File: src/rtl/sn_stream_decoder.sv
`default_nettype none
// ============================================================================
// Module   : sn_stream_decoder
// Brief    : Counts ones over a 2^WIN_LOG2-bit window of a qualified
//            stochastic bitstream and converts the count to a unipolar or
//            bipolar binary value, with saturation and back-to-back windows.
// Revision : 1.0
// ============================================================================
module sn_stream_decoder #(
    parameter int WIN_LOG2 = 7,
    parameter int OUT_W    = 8
) (
    input  logic                clk,
    input  logic                rst_n,
    input  logic                clear,
    input  logic                start,
    input  logic                auto_restart,
    input  logic                bipolar,
    input  logic                sn_valid,
    input  logic                sn_bit,
    output logic                busy,
    output logic                done,
    output logic [OUT_W-1:0]    value_out,
    output logic [WIN_LOG2:0]   count_out,
    output logic                sat
);

    localparam int CW = WIN_LOG2 + 1;
    // Wide enough for 2c-N and for both clamp bounds without overflow.
    localparam int VW = ((WIN_LOG2 + 2 > OUT_W) ? (WIN_LOG2 + 2) : OUT_W) + 1;

    localparam logic [CW-1:0]        c_LAST_IDX = CW'((1 << WIN_LOG2) - 1);
    localparam logic [VW-1:0]        c_UMAX     = VW'((1 << OUT_W) - 1);
    localparam logic signed [VW-1:0] c_BMAX     = VW'((1 << (OUT_W - 1)) - 1);
    localparam logic signed [VW-1:0] c_BMIN     = ~c_BMAX;
    localparam logic signed [VW-1:0] c_N        = VW'(1 << WIN_LOG2);

    typedef enum logic [0:0] {
        S_IDLE  = 1'b0,
        S_ACCUM = 1'b1
    } state_t;

    state_t                 state_q;
    logic [CW-1:0]          ones_q;
    logic [CW-1:0]          bits_q;
    logic                   mode_bip_q;
    logic                   mode_ar_q;
    logic                   done_q;
    logic [OUT_W-1:0]       value_q;
    logic [CW-1:0]          count_q;
    logic                   sat_q;

    logic [CW-1:0]          ones_d;
    logic [VW-1:0]          c_ext;
    logic [VW-1:0]          c_twice;
    logic signed [VW-1:0]   v_bip;
    logic [OUT_W-1:0]       value_d;
    logic                   sat_d;
    logic                   last_bit;

    // Conversion works on the count including the bit accepted this cycle.
    always_comb begin
        ones_d   = ones_q + CW'(sn_bit);
        c_ext    = VW'(ones_d);
        c_twice  = c_ext << 1;
        v_bip    = signed'(c_twice) - c_N;
        value_d  = c_ext[OUT_W-1:0];
        sat_d    = 1'b0;
        last_bit = (bits_q == c_LAST_IDX);
        if (mode_bip_q) begin
            if (v_bip > c_BMAX) begin
                value_d = c_BMAX[OUT_W-1:0];
                sat_d   = 1'b1;
            end else if (v_bip < c_BMIN) begin
                value_d = c_BMIN[OUT_W-1:0];
                sat_d   = 1'b1;
            end else begin
                value_d = v_bip[OUT_W-1:0];
            end
        end else if (c_ext > c_UMAX) begin
            value_d = c_UMAX[OUT_W-1:0];
            sat_d   = 1'b1;
        end
    end

    always_ff @(posedge clk or posedge rst_n) begin
        if (rst_n) begin
            state_q    <= S_IDLE;
            ones_q     <= '0;
            bits_q     <= '0;
            mode_bip_q <= 1'b0;
            mode_ar_q  <= 1'b0;
            done_q     <= 1'b0;
            value_q    <= '0;
            count_q    <= '0;
            sat_q      <= 1'b0;
        end else begin
            done_q <= 1'b0;
            if (clear) begin
                state_q <= S_IDLE;
                ones_q  <= '0;
                bits_q  <= '0;
            end else begin
                case (state_q)
                    S_IDLE: begin
                        if (start) begin
                            state_q    <= S_ACCUM;
                            ones_q     <= '0;
                            bits_q     <= '0;
                            mode_bip_q <= bipolar;
                            mode_ar_q  <= auto_restart;
                        end
                    end
                    S_ACCUM: begin
                        if (sn_valid) begin
                            if (last_bit) begin
                                count_q <= ones_d;
                                value_q <= value_d;
                                sat_q   <= sat_d;
                                done_q  <= 1'b1;
                                ones_q  <= '0;
                                bits_q  <= '0;
                                if (!mode_ar_q) begin
                                    state_q <= S_IDLE;
                                end
                            end else begin
                                ones_q <= ones_d;
                                bits_q <= bits_q + CW'(1);
                            end
                        end
                    end
                    default: state_q <= S_IDLE;
                endcase
            end
        end
    end

    assign busy      = (state_q == S_ACCUM);
    assign done      = done_q;
    assign value_out = value_q;
    assign count_out = count_q;
    assign sat       = sat_q;

endmodule
`default_nettype wire

File: config.mk
export PLATFORM = sky130hd
export DESIGN_NAME = sn_stream_decoder
export DESIGN_NICKNAME = d
export VERILOG_FILES = /design/src/rtl/sn_stream_decoder.sv
export SDC_FILE = /design/constraint.sdc
export NUM_CORES = 1
export LEC_CHECK = 0
export BUFFER_PORTS_ARGS = -buffer_cell sky130_fd_sc_hd__buf_2
export CORE_UTILIZATION = 56
export DETAILED_ROUTE_END_ITERATION = 10
export PLACE_DENSITY = 0.77
export SLEW_MARGIN = 20
export SYNTH_ARGS = -nofsm -noshare
export SYNTH_HDL_FRONTEND = slang
export SYNTH_SLANG_ARGS = --single-unit
File: constraint.sdc
create_clock -name clk -period 1.8 [get_ports clk]
set_input_delay 0.18 -clock clk [delete_from_list [all_inputs] [get_ports clk]]
set_output_delay 0.18 -clock clk [all_outputs]
set_load 0.005 [all_outputs]
==> run summary <==
maximum root-to-sink buffer count: 2
Reg clk slew, reported paths: 0.12 ns
WHS Endpoint: mode_bip_q$_DFFE_PP0P_
Final Critical Period: 1.82 ns
Worst path slowest cell: dfrtp_1
later-pin clock latency in the skew report: 0.35 ns
1st-iter DRT viols: 48
vias: 1370
Max stage delay on crit path: 0.42 ns
antenna violations before repair: 0
CTS sink cnt: 37
skew final: 0.0159 ns
drt via density: 5.37
total CTS buffers: 5
Total Wirelength: 3830 um
worst hold stages: 3
ANT cells: 0
failing checks: setup timing
family with the most delay on the worst path: simple AND/OR/NAND/NOR gates
reg2reg end: value_out[2]$_DFFE_PP0P_
status: complete, but fails checks
max cap viols: 0
Worst R2R Path Depth: 6
grt ovf: 0
largest net degree at the start of global routing: 38
worst hold path type: input port to flop
Die Span Y: 58.8 um
leading area contributor after synthesis: dfrtp_1
die width: 58.8 um
Yosys warning total: 0
Row Count: 20
worst rel slew slack: 0.698
Post-Syn Instances: 170
final hold slack: 0.0497 ns
Setup CP Type: flop to flop
Leak: 1.03 nW
CP cell instances: ha_4 > nand3_4 > nor3_4 > xor2_2 > or3_1 > a22o_2
worst vdd ir: 0.485 mV
endpoints failing setup: 1
Remaining DRCs: 0
detailed-router iteration count before antenna repair: 4
Startpoint Class: flop
Power, Total: 1.41 mW
Total GRT Usage: 0.244
ANT nets after route: 0
Area growth syn-to-layout: 19.9%
GPL Wtd Cong: 0.801
Crit. End Element: flop
Yosys top cell area share: 0.512
CTS tree: done
Core ar.: 3050 um2
Starting Density: 0.592
Buf+Inv Stages, Crit Path: 0
DIE AREA: 3460 um2
Worst Path Max Fanout: 5
Highest Clock Rate: 550 MHz
number of top-level pins: 27
Post-Place Cell Area: 2040 um2
Mapped Area: 1810 um2
Design Area, Final: 2170 um2
H-tree lvl count: 2
# nets final: 221
register-to-register setup slack: -0.02 ns
Critical R2R Launch: ones_q[0]$_DFFE_PP0P_
PnR worst setup slack: -0.0167 ns
power density over cell area: 653 nW/um2
WL/cell: 15.0 um
WP data required: 2.06 ns
syn nets: 181
Hold Vio Cnt, Final: 0
syn avg cell area: 10.6 um2
WP data arrival: 2.07 ns
RSZ-0062 raised after global routing: yes
final worst-path cycle share: 1.01
top post-synthesis cells by area: dfrtp_1 51%, o21ai_0 5.3%, nand2_1 4.8%, xnor2_1 3.4%, nor2_1 3.3%
count of different cell masters after synthesis: 38
Slew Viols, Final: 0
Fill cells: 253
layout cells sized above 1: 0.327
Yosys reg bits: 37
global-route wire length before repair: 6250 um
root buffer cell: clkbuf_4
HP Start: bipolar
sequential fraction of the synthesis area: 0.512
vias in the first global route: 1410
port bufs: 26
DP HPWL: 2730 um
worst slew pin tran: 0.453 ns
setup_tns: -0.0167 ns
## flip-flops by register name, indices dropped and copies added, names as in the netlist
register / count
bits_q: 8
count_out: 8
ones_q: 8
value_out: 8
busy: 1
done: 1
mode_ar_q: 1
mode_bip_q: 1
sat: 1
## area by class of cell
cell class / count / area, um2 / share of cell area
clock buffers: 6 / 41.3 / 0.0191
well taps: 44 / 55.1 / 0.0254
multi-input cells: 124 / 888 / 0.410
flip-flops and latches: 37 / 926 / 0.427
repair buffers: 37 / 228 / 0.105
inverters: 5 / 18.8 / 0.00866
clock inverters: 2 / 10.0 / 0.00462
## stage by stage
step,setup slack (ns),utilization,instances
finish,-0.0167,0.710,255
detailed placement,-0.00797,0.668,244
floorplan,0.236,-,170
CTS,0.0278,0.693,253
global placement,0.0510,0.668,244
global route,-0.0434,0.710,255
## cell usage after synthesis
cell	number
nor4_1	1
ha_1	3
a22o_1	3
buf_6	1
a22o_2	4
nand2_4	1
nand4b_1	1
and3b_1	1
mux2i_1	1
xnor2_1	7
nand2b_1	2
xor2_1	4
nand3_2	3
xor2_2	1
nand3_1	6
or3_1	1
nor3_1	3
a2bb2oi_1	1
a21oi_1	6
nor2_1	16
buf_2	3
a211oi_2	1
mux2_2	3
dfrtp_1	37
o31ai_2	1
nand3_4	1
nor4_4	1
clkinv_1	1
o31ai_1	2
nand3b_1	1
nor2b_1	3
o41ai_4	1
o2bb2ai_1	1
inv_1	4
nor3_4	1
o21ai_0	19
nand2_1	23
and2b_2	1
## power by group
part	internal, mW	switching [mW]
registers	0.843	0.0186
logic	0.0551	0.0760
clock network	0.149	0.273
## timing repair
| action | CTS | global route |
|---|---|---|
| endpoints found under the hold margin | 37 | 0 |
| setup buffers | 0 | 2 |
| setup endpoints to repair | 1 | 11 |
| cloned | 0 | 0 |
| pin swaps | 0 | 3 |
| hold buffers | 1 | 0 |
| gates resized for setup | 2 | 8 |
## per-layer routing
| metal | up-vias | global-route usage | share of wire |
|---|---|---|---|
| met1 | 655 | 0.282 | 0.42 |
| met3 | 9 | 0.0615 | 0.033 |
| met2 | 31 | 0.425 | 0.53 |
| met5 | - | 0 | 0 |
| li1 | 675 | - | - |
| met4 | 0 | 0.112 | 0.019 |
## placed cells by master (no fill, tap or decap), types with 2 or more instances in the layout
master / synthesis / routed
inv_1: 4 / 4
clkinv_2: 0 / 2
nor2b_1: 3 / 3
xnor2_1: 7 / 5
nor2_1: 16 / 14
a21oi_1: 6 / 6
nor2_2: 0 / 2
nand3_1: 6 / 6
xor2_1: 4 / 4
mux2_2: 3 / 3
clkbuf_4: 0 / 5
dfrtp_1: 37 / 37
a22o_1: 3 / 3
nand3_2: 3 / 2
buf_4: 0 / 9
buf_2: 3 / 26
nand3_4: 1 / 2
nand2_1: 23 / 22
o31ai_1: 2 / 2
a22o_2: 4 / 4
nor3_1: 3 / 3
xnor2_2: 0 / 2
o21ai_0: 19 / 19
nand2b_1: 2 / 2
## cell families (layout without fill, tap and decap cells)
group,count (synthesis),count (layout),share of synthesized area
XOR/XNOR,12,12,0.0623
AO/OA/AOI/OAI,39,39,0.153
AND/OR/NAND/NOR,66,66,0.202
adder cells (fa/ha/maj),3,3,0.0208
multiplexers,4,4,0.0242
buffers and inverters,9,50,0.0249
flip-flops,37,37,0.512
## worst register-to-register path, stage by stage (launching register included)
cell     delay, ns
dfrtp_1       0.42
ha_4          0.17
nand3_4       0.11
nor3_4        0.34
xor2_2        0.15
or3_1         0.33
a22o_2        0.21
## worst max-delay path by stage
stage | cells past startpoint | endpoint | from
after floorplan | 6 | value_out[2]$_DFFE_PP0P_ | ones_q[0]$_DFFE_PP0P_
after global placement | 7 | value_out[6]$_DFFE_PP0P_ | ones_q[0]$_DFFE_PP0P_
after detailed placement | 7 | value_out[6]$_DFFE_PP0P_ | ones_q[0]$_DFFE_PP0P_
after CTS | 6 | value_out[2]$_DFFE_PP0P_ | ones_q[0]$_DFFE_PP0P_
after global routing | 6 | value_out[2]$_DFFE_PP0P_ | ones_q[0]$_DFFE_PP0P_
final | 6 | value_out[2]$_DFFE_PP0P_ | ones_q[0]$_DFFE_PP0P_
Note: power is estimated with default switching activity, not from simulation.
